$ cat config.mk
export PLATFORM = sky130hd
export DESIGN_NAME = core_seq
export DESIGN_NICKNAME = d
export VERILOG_FILES = /design/src/rtl/core_pkg.sv /design/src/rtl/sat_counter.sv /design/src/rtl/core_seq.sv
export SDC_FILE = /design/constraint.sdc
export NUM_CORES = 1
export LEC_CHECK = 0
export CAP_MARGIN = 20
export CORE_MARGIN = 5
export CORE_UTILIZATION = 23
export CTS_CLUSTER_DIAMETER = 80
export CTS_CLUSTER_SIZE = 16
export DETAILED_ROUTE_END_ITERATION = 6
export HOLD_SLACK_MARGIN = 0.02
export SYNTH_ARGS = -nofsm -noshare
export SYNTH_HDL_FRONTEND = slang
export SYNTH_HIERARCHICAL = 1
export SYNTH_SLANG_ARGS = --single-unit
$ cat constraint.sdc
create_clock -name clk_i -period 2.3 [get_ports clk_i]
set_input_delay 0.23 -clock clk_i [delete_from_list [all_inputs] [get_ports clk_i]]
set_output_delay 0.23 -clock clk_i [all_outputs]
set_load 0.03 [all_outputs]
$ cat src/rtl/core_pkg.sv
// Shared types and default addresses for the multi-cycle core sequencer.
package core_pkg;

  typedef enum logic [2:0] {
    S_IDLE,
    S_FETCH,
    S_EXEC,
    S_MEM,
    S_WB,
    S_HALT
  } state_t;

  localparam int DEF_RESET_PC = 0;
  localparam int DEF_DONE_PC  = 58;

endpackage

$ cat src/rtl/sat_counter.sv
// Up-counter that sticks at all-ones; clear has priority over enable.
module sat_counter #(
  parameter int W = 8
) (
  input  logic         clk_i,
  input  logic         rst_ni,
  input  logic         en_i,
  input  logic         clr_i,
  output logic [W-1:0] q_o
);

  logic [W-1:0] q_q, q_d;

  always_comb begin
    q_d = q_q;
    if (clr_i)                  q_d = '0;
    else if (en_i && q_q != '1) q_d = q_q + W'(1);
  end

  always_ff @(posedge clk_i or negedge rst_ni) begin
    if (!rst_ni) q_q <= '0;
    else         q_q <= q_d;
  end

  assign q_o = q_q;

endmodule

$ cat src/rtl/core_seq.sv
// Multi-cycle FETCH/EXEC/MEM/WB sequencer: owns the PC, gates RF/DM enables,
// stalls on the DMem handshake with a timeout, and keeps saturating perf counters.
module core_seq
  import core_pkg::*;
#(
  parameter int PC_W     = 12,
  parameter int RESET_PC = DEF_RESET_PC,
  parameter int DONE_PC  = DEF_DONE_PC,
  parameter int CNT_W    = 16,
  parameter int MEM_TO   = 16
) (
  input  logic             clk_i,
  input  logic             rst_ni,
  input  logic             start_i,
  input  logic             jen_i,
  input  logic [PC_W-1:0]  jump_i,
  input  logic             is_ld_i,
  input  logic             is_st_i,
  input  logic             halt_op_i,
  input  logic             mem_ack_i,
  output logic [PC_W-1:0]  pc_o,
  output logic             ir_en_o,
  output logic             rf_wen_en_o,
  output logic             dm_req_o,
  output logic             dm_we_o,
  output logic             busy_o,
  output logic             done_o,
  output logic             err_o,
  output logic [CNT_W-1:0] cycle_cnt_o,
  output logic [CNT_W-1:0] instr_cnt_o
);

  localparam int              WT_W    = $clog2(MEM_TO + 1);
  localparam logic [WT_W-1:0] WT_LAST = WT_W'(MEM_TO - 1);
  localparam logic [PC_W-1:0] PC_RST  = PC_W'(RESET_PC);
  localparam logic [PC_W-1:0] PC_DONE = PC_W'(DONE_PC);

  state_t          state_q, state_d;
  logic [PC_W-1:0] pc_q, pc_d, jump_q, jump_d;
  logic            jen_q, jen_d, st_q, st_d, err_q, err_d;
  logic [WT_W-1:0] wait_cnt;
  logic            launch, busy, in_mem, in_wb;

  assign launch = (state_q == S_IDLE || state_q == S_HALT) && start_i;
  assign busy   = state_q inside {S_FETCH, S_EXEC, S_MEM, S_WB};
  assign in_mem = (state_q == S_MEM);
  assign in_wb  = (state_q == S_WB);

  always_comb begin
    state_d = state_q;
    pc_d    = pc_q;
    jen_d   = jen_q;
    jump_d  = jump_q;
    st_d    = st_q;
    err_d   = err_q;
    case (state_q)
      S_IDLE, S_HALT: begin
        if (start_i) begin
          state_d = S_FETCH;
          pc_d    = PC_RST;
          err_d   = 1'b0;
        end
      end
      S_FETCH: state_d = S_EXEC;
      S_EXEC: begin
        // ld+st together resolves to a store since only is_st is kept
        jen_d  = jen_i;
        jump_d = jump_i;
        st_d   = is_st_i;
        if (halt_op_i || pc_q == PC_DONE) state_d = S_HALT;
        else if (is_ld_i || is_st_i)      state_d = S_MEM;
        else                              state_d = S_WB;
      end
      S_MEM: begin
        // an ack arriving on the timeout cycle still completes the access
        if (mem_ack_i) state_d = S_WB;
        else if (wait_cnt == WT_LAST) begin
          state_d = S_HALT;
          err_d   = 1'b1;
        end
      end
      S_WB: begin
        state_d = S_FETCH;
        pc_d    = jen_q ? jump_q : pc_q + PC_W'(1);
      end
      default: state_d = S_IDLE;
    endcase
  end

  always_ff @(posedge clk_i or negedge rst_ni) begin
    if (!rst_ni) begin
      state_q <= S_IDLE;
      pc_q    <= PC_RST;
      jen_q   <= 1'b0;
      jump_q  <= '0;
      st_q    <= 1'b0;
      err_q   <= 1'b0;
    end else begin
      state_q <= state_d;
      pc_q    <= pc_d;
      jen_q   <= jen_d;
      jump_q  <= jump_d;
      st_q    <= st_d;
      err_q   <= err_d;
    end
  end

  sat_counter #(.W(CNT_W)) u_cycle_cnt (
    .clk_i(clk_i), .rst_ni(rst_ni), .en_i(busy), .clr_i(launch), .q_o(cycle_cnt_o)
  );

  sat_counter #(.W(CNT_W)) u_instr_cnt (
    .clk_i(clk_i), .rst_ni(rst_ni), .en_i(in_wb), .clr_i(launch), .q_o(instr_cnt_o)
  );

  // holds the number of MEM cycles already elapsed; zero on MEM entry
  sat_counter #(.W(WT_W)) u_wait_cnt (
    .clk_i(clk_i), .rst_ni(rst_ni), .en_i(in_mem), .clr_i(!in_mem), .q_o(wait_cnt)
  );

  assign pc_o        = pc_q;
  assign ir_en_o     = (state_q == S_FETCH);
  assign rf_wen_en_o = in_wb && !st_q;
  assign dm_req_o    = in_mem;
  assign dm_we_o     = in_mem && st_q;
  assign busy_o      = busy;
  assign done_o      = (state_q == S_HALT);
  assign err_o       = err_q;

endmodule

==> summary.md <==
| Metric | Value |
|---|---|
| Status | `finished, final reports clean` |
| Initial antenna violation count | `0` |
| CP required | `2.56 ns` |
| Largest net degree at the start of global routing | `42` |
| Synth area leaders | `dfrtp_1 (45%), mux2_2 (4.2%), a21oi_1 (3.9%), o31ai_1 (3.6%), mux2_1 (2.4%)` |
| Synthesized Nets | `approximately 410` |
| Sink Count | `67` |
| RSZ-0062 raised after global routing | `yes` |
| Layout cells sized above 1 | `approximately 15%` |
| Max incr delay on CP | `~0.72 ns` |
| Crit path launch type | `register` |
| Clock buffer depth | `2` |
| Fin crit period | `2.19 ns` |
| Post-synth EDFFs | `0` |
| ANT nets after route | `0` |
| Hold Crit Class | `in2async` |
| Worst skew pair latency | `0.33 ns` |
| Avg Synthesized Cell Area | `~9.9 um2` |
| RePlAce Congestion | `0.830` |
| Area fraction of the dominant cell type after synthesis | `between 40% and 50%` |
| Gate Count Post-Synth | `380` |
| Fin. max-slew vios | `0` |
| Cell mode on critical path | `inv_1` |
| Worst-Margin Slew | `around 0.75 ns` |
| Antenna Cells | `0` |
| Cell Area, Synth | `~0.0038 mm2` |
| Most used DFF post-synth | `dfrtp_1` |
| H-Tree Depth | `3` |
| Post-DR vias/cell | `approximately 5` |
| Synth area leader | `dfrtp_1` |
| Endpoints failing setup | `0` |
| Crit end category | `register` |
| Initial core utilization | `between 20% and 30%` |
| Crit path kind | `reg2reg` |
| Die width | `138 um` |
| Setup TNS | `0 ns` |
| MaxCap Viol Count | `0` |
| Root buffer selected by CTS | `clkbuf_16` |
| Post-synth ARST share | `100%` |
| Post-CTS Setup Bufs | `0` |
| Count leader, synth | `dfrtp_1` |
| Total track usage | `between 10% and 20%` |
| Core area | `between 0.015 and 0.02 mm2` |
| TritonCTS Buffers | `9` |
| Max Clk Rate | `0.457 GHz` |
| Final Non-Filler Cells | `a little under 700` |
| Pleak | `slightly above 0.002 uW` |
| Crit path DAT | `between 2 and 2.5 ns` |
| Synth Warn # | `6` |
| Die H | `138 um` |
| Reg clk slew, reported paths | `roughly 0.060 ns` |
| TritonRoute pass-1 iters | `5` |
| Peak VDD IR | `around 0.51 mV` |
| Slowest CP cell | `or4_2` |
| Total number of vias | `3329` |
| Synth top cells by count | `dfrtp_1 (67), a21oi_1 (29), nor2_1 (20), nand2_1 (19), o31ai_1 (18)` |
| Final Power | `roughly 5500 uW` |
| Drt drc | `0` |
| Slew headroom | `approximately 50%` |
| Vias in the first global route | `between 3000 and 4000` |
| WL final | `10.2 mm` |
| First-pass GRT wire length | `~17 mm` |
| CTS tree | `yes` |
| Area Overhead vs Synth | `35.0%` |
| Grt total ovfl | `0` |
| Setup Skew | `approximately 0.0072 ns` |
| Yosys cell types | `between 50 and 60` |
| Post-synthesis sequential area ratio | `around 45%` |
| Hold slack | `0.497 ns` |
| Die area | `between 0.015 and 0.02 mm2` |
| Seq cells post-synth | `67` |
| Crit-path cells | `or3b_2 > inv_1 > inv_1 > or4_2 > a21oi_1` |
| Io pins | `71` |
| Final HPWL DP | `roughly 7.3 mm` |
| 1st-iter DRT viols | `~210` |
| Tcrit/Tclk final | `roughly 95%` |
| Crit Path Max Fanout | `22` |
| Drt wl/cell | `~15 um` |
| Row Count | `46` |
| Cell Pwr Density | `1070 mW/mm2` |
| Dpl cells | `around 660` |
| Input/output buffers | `70` |
| Nets | `~480` |
| Final Hold Violating Endpoints | `0` |
==> metrics by stage <==
stage          setup WS [ns]  instance area, um2  util [%]
3_5_place_dp           0.128                4760      29.8
4_1_cts               0.0159                5070      31.7
2_1_floorplan         0.0388                3770         -
6_report               0.111                5080      31.8
5_1_grt              -0.0185                5080      31.8
3_3_place_gp           0.191                4760      29.8
==> report_power, final <==
part	internal [uW]	leakage, uW	switching [uW]
registers	1470	0.000891	334
clock network	874	0.000150	524
logic	940	0.00101	1310
==> worst paths after layout <==
check                      startpoint                  to  slack (ns)  cells after the start
max                        state_q[2]  u_instr_cnt/q_o[3]        0.11                      5
min                            rst_ni           jump_q[7]        0.50                      2
max reg2reg                state_q[2]  u_instr_cnt/q_o[3]        0.11                      5
min reg2reg                jump_q[10]          jump_q[10]        0.51                      1
max in group asynchronous      rst_ni  u_cycle_cnt/q_o[1]        1.12                      3
min in group clk_i          jump_i[2]           jump_q[2]        0.51                      2
==> worst max-delay path, delay by kind of cell, from the launching register on <==
kind            cells  cell delay, ns
simple gates        2            1.20
buf+inv             2            0.35
flops               1            0.40
compound gates      1            0.16
==> what timing repair did <==
item / 4_1_cts / 5_1_grt
setup endpoints to repair: 1 / 3
endpoints found under the hold margin: 29 / 0
hold buffers: 1 / 0
pin swaps: 0 / 0
cloned: 0 / 0
resized for setup: 1 / 2
==> kinds of logic after synthesis <==
logic type | synth area share (%)
simple gates | 24.4
fa+ha+maj | 2.29
xor+xnor | 1.40
compound gates | 15.7
mux | 7.11
buf+inv | 4.55
flops | 44.5
==> state kept, by name, indices dropped and copies added, names as in the netlist <==
signal	flops
u_wait_cnt/q_o	5
state_q	3
u_cycle_cnt/q_o	16
st_q	1
pc_o	12
u_instr_cnt/q_o	16
err_o	1
jump_q	12
jen_q	1
==> layer usage <==
metal / track usage [%] / wire length, um / vias up
met4: 4.06 / 168 / 0
met5: 0 / 0 / -
met1: 14.4 / 4670 / 1622
met2: 18.2 / 4860 / 92
met3: 3.16 / 511 / 15
li1: - / - / 1600
==> placed cells by master (no fill, tap or decap), drive strengths merged, types with 7 or more instances in the layout <==
cell / n
nor2b: 10
nand3: 12
nand2: 19
a21oi: 29
clkbuf: 11
o31ai: 18
or3: 7
and3: 8
nor3: 9
nor4: 16
clkdlybuf4s50: 66
buf: 16
o21ai: 18
inv: 17
mux2: 22
nand4: 16
nor2: 20
dfrtp: 67
or4: 14
==> area by class of cell <==
cell class                      count  area (um2)
Timing Repair Buffer               85         835
Inverter                           16        60.1
Clock inverter                      5        61.3
Fill cell                        1670       10900
Multi-Input combinational cell    276        1940
Tap cell                          216         270
Sequential cell                    67        1680
Clock buffer                       11         243
No activity file was read; power rests on OpenSTA's default activity.
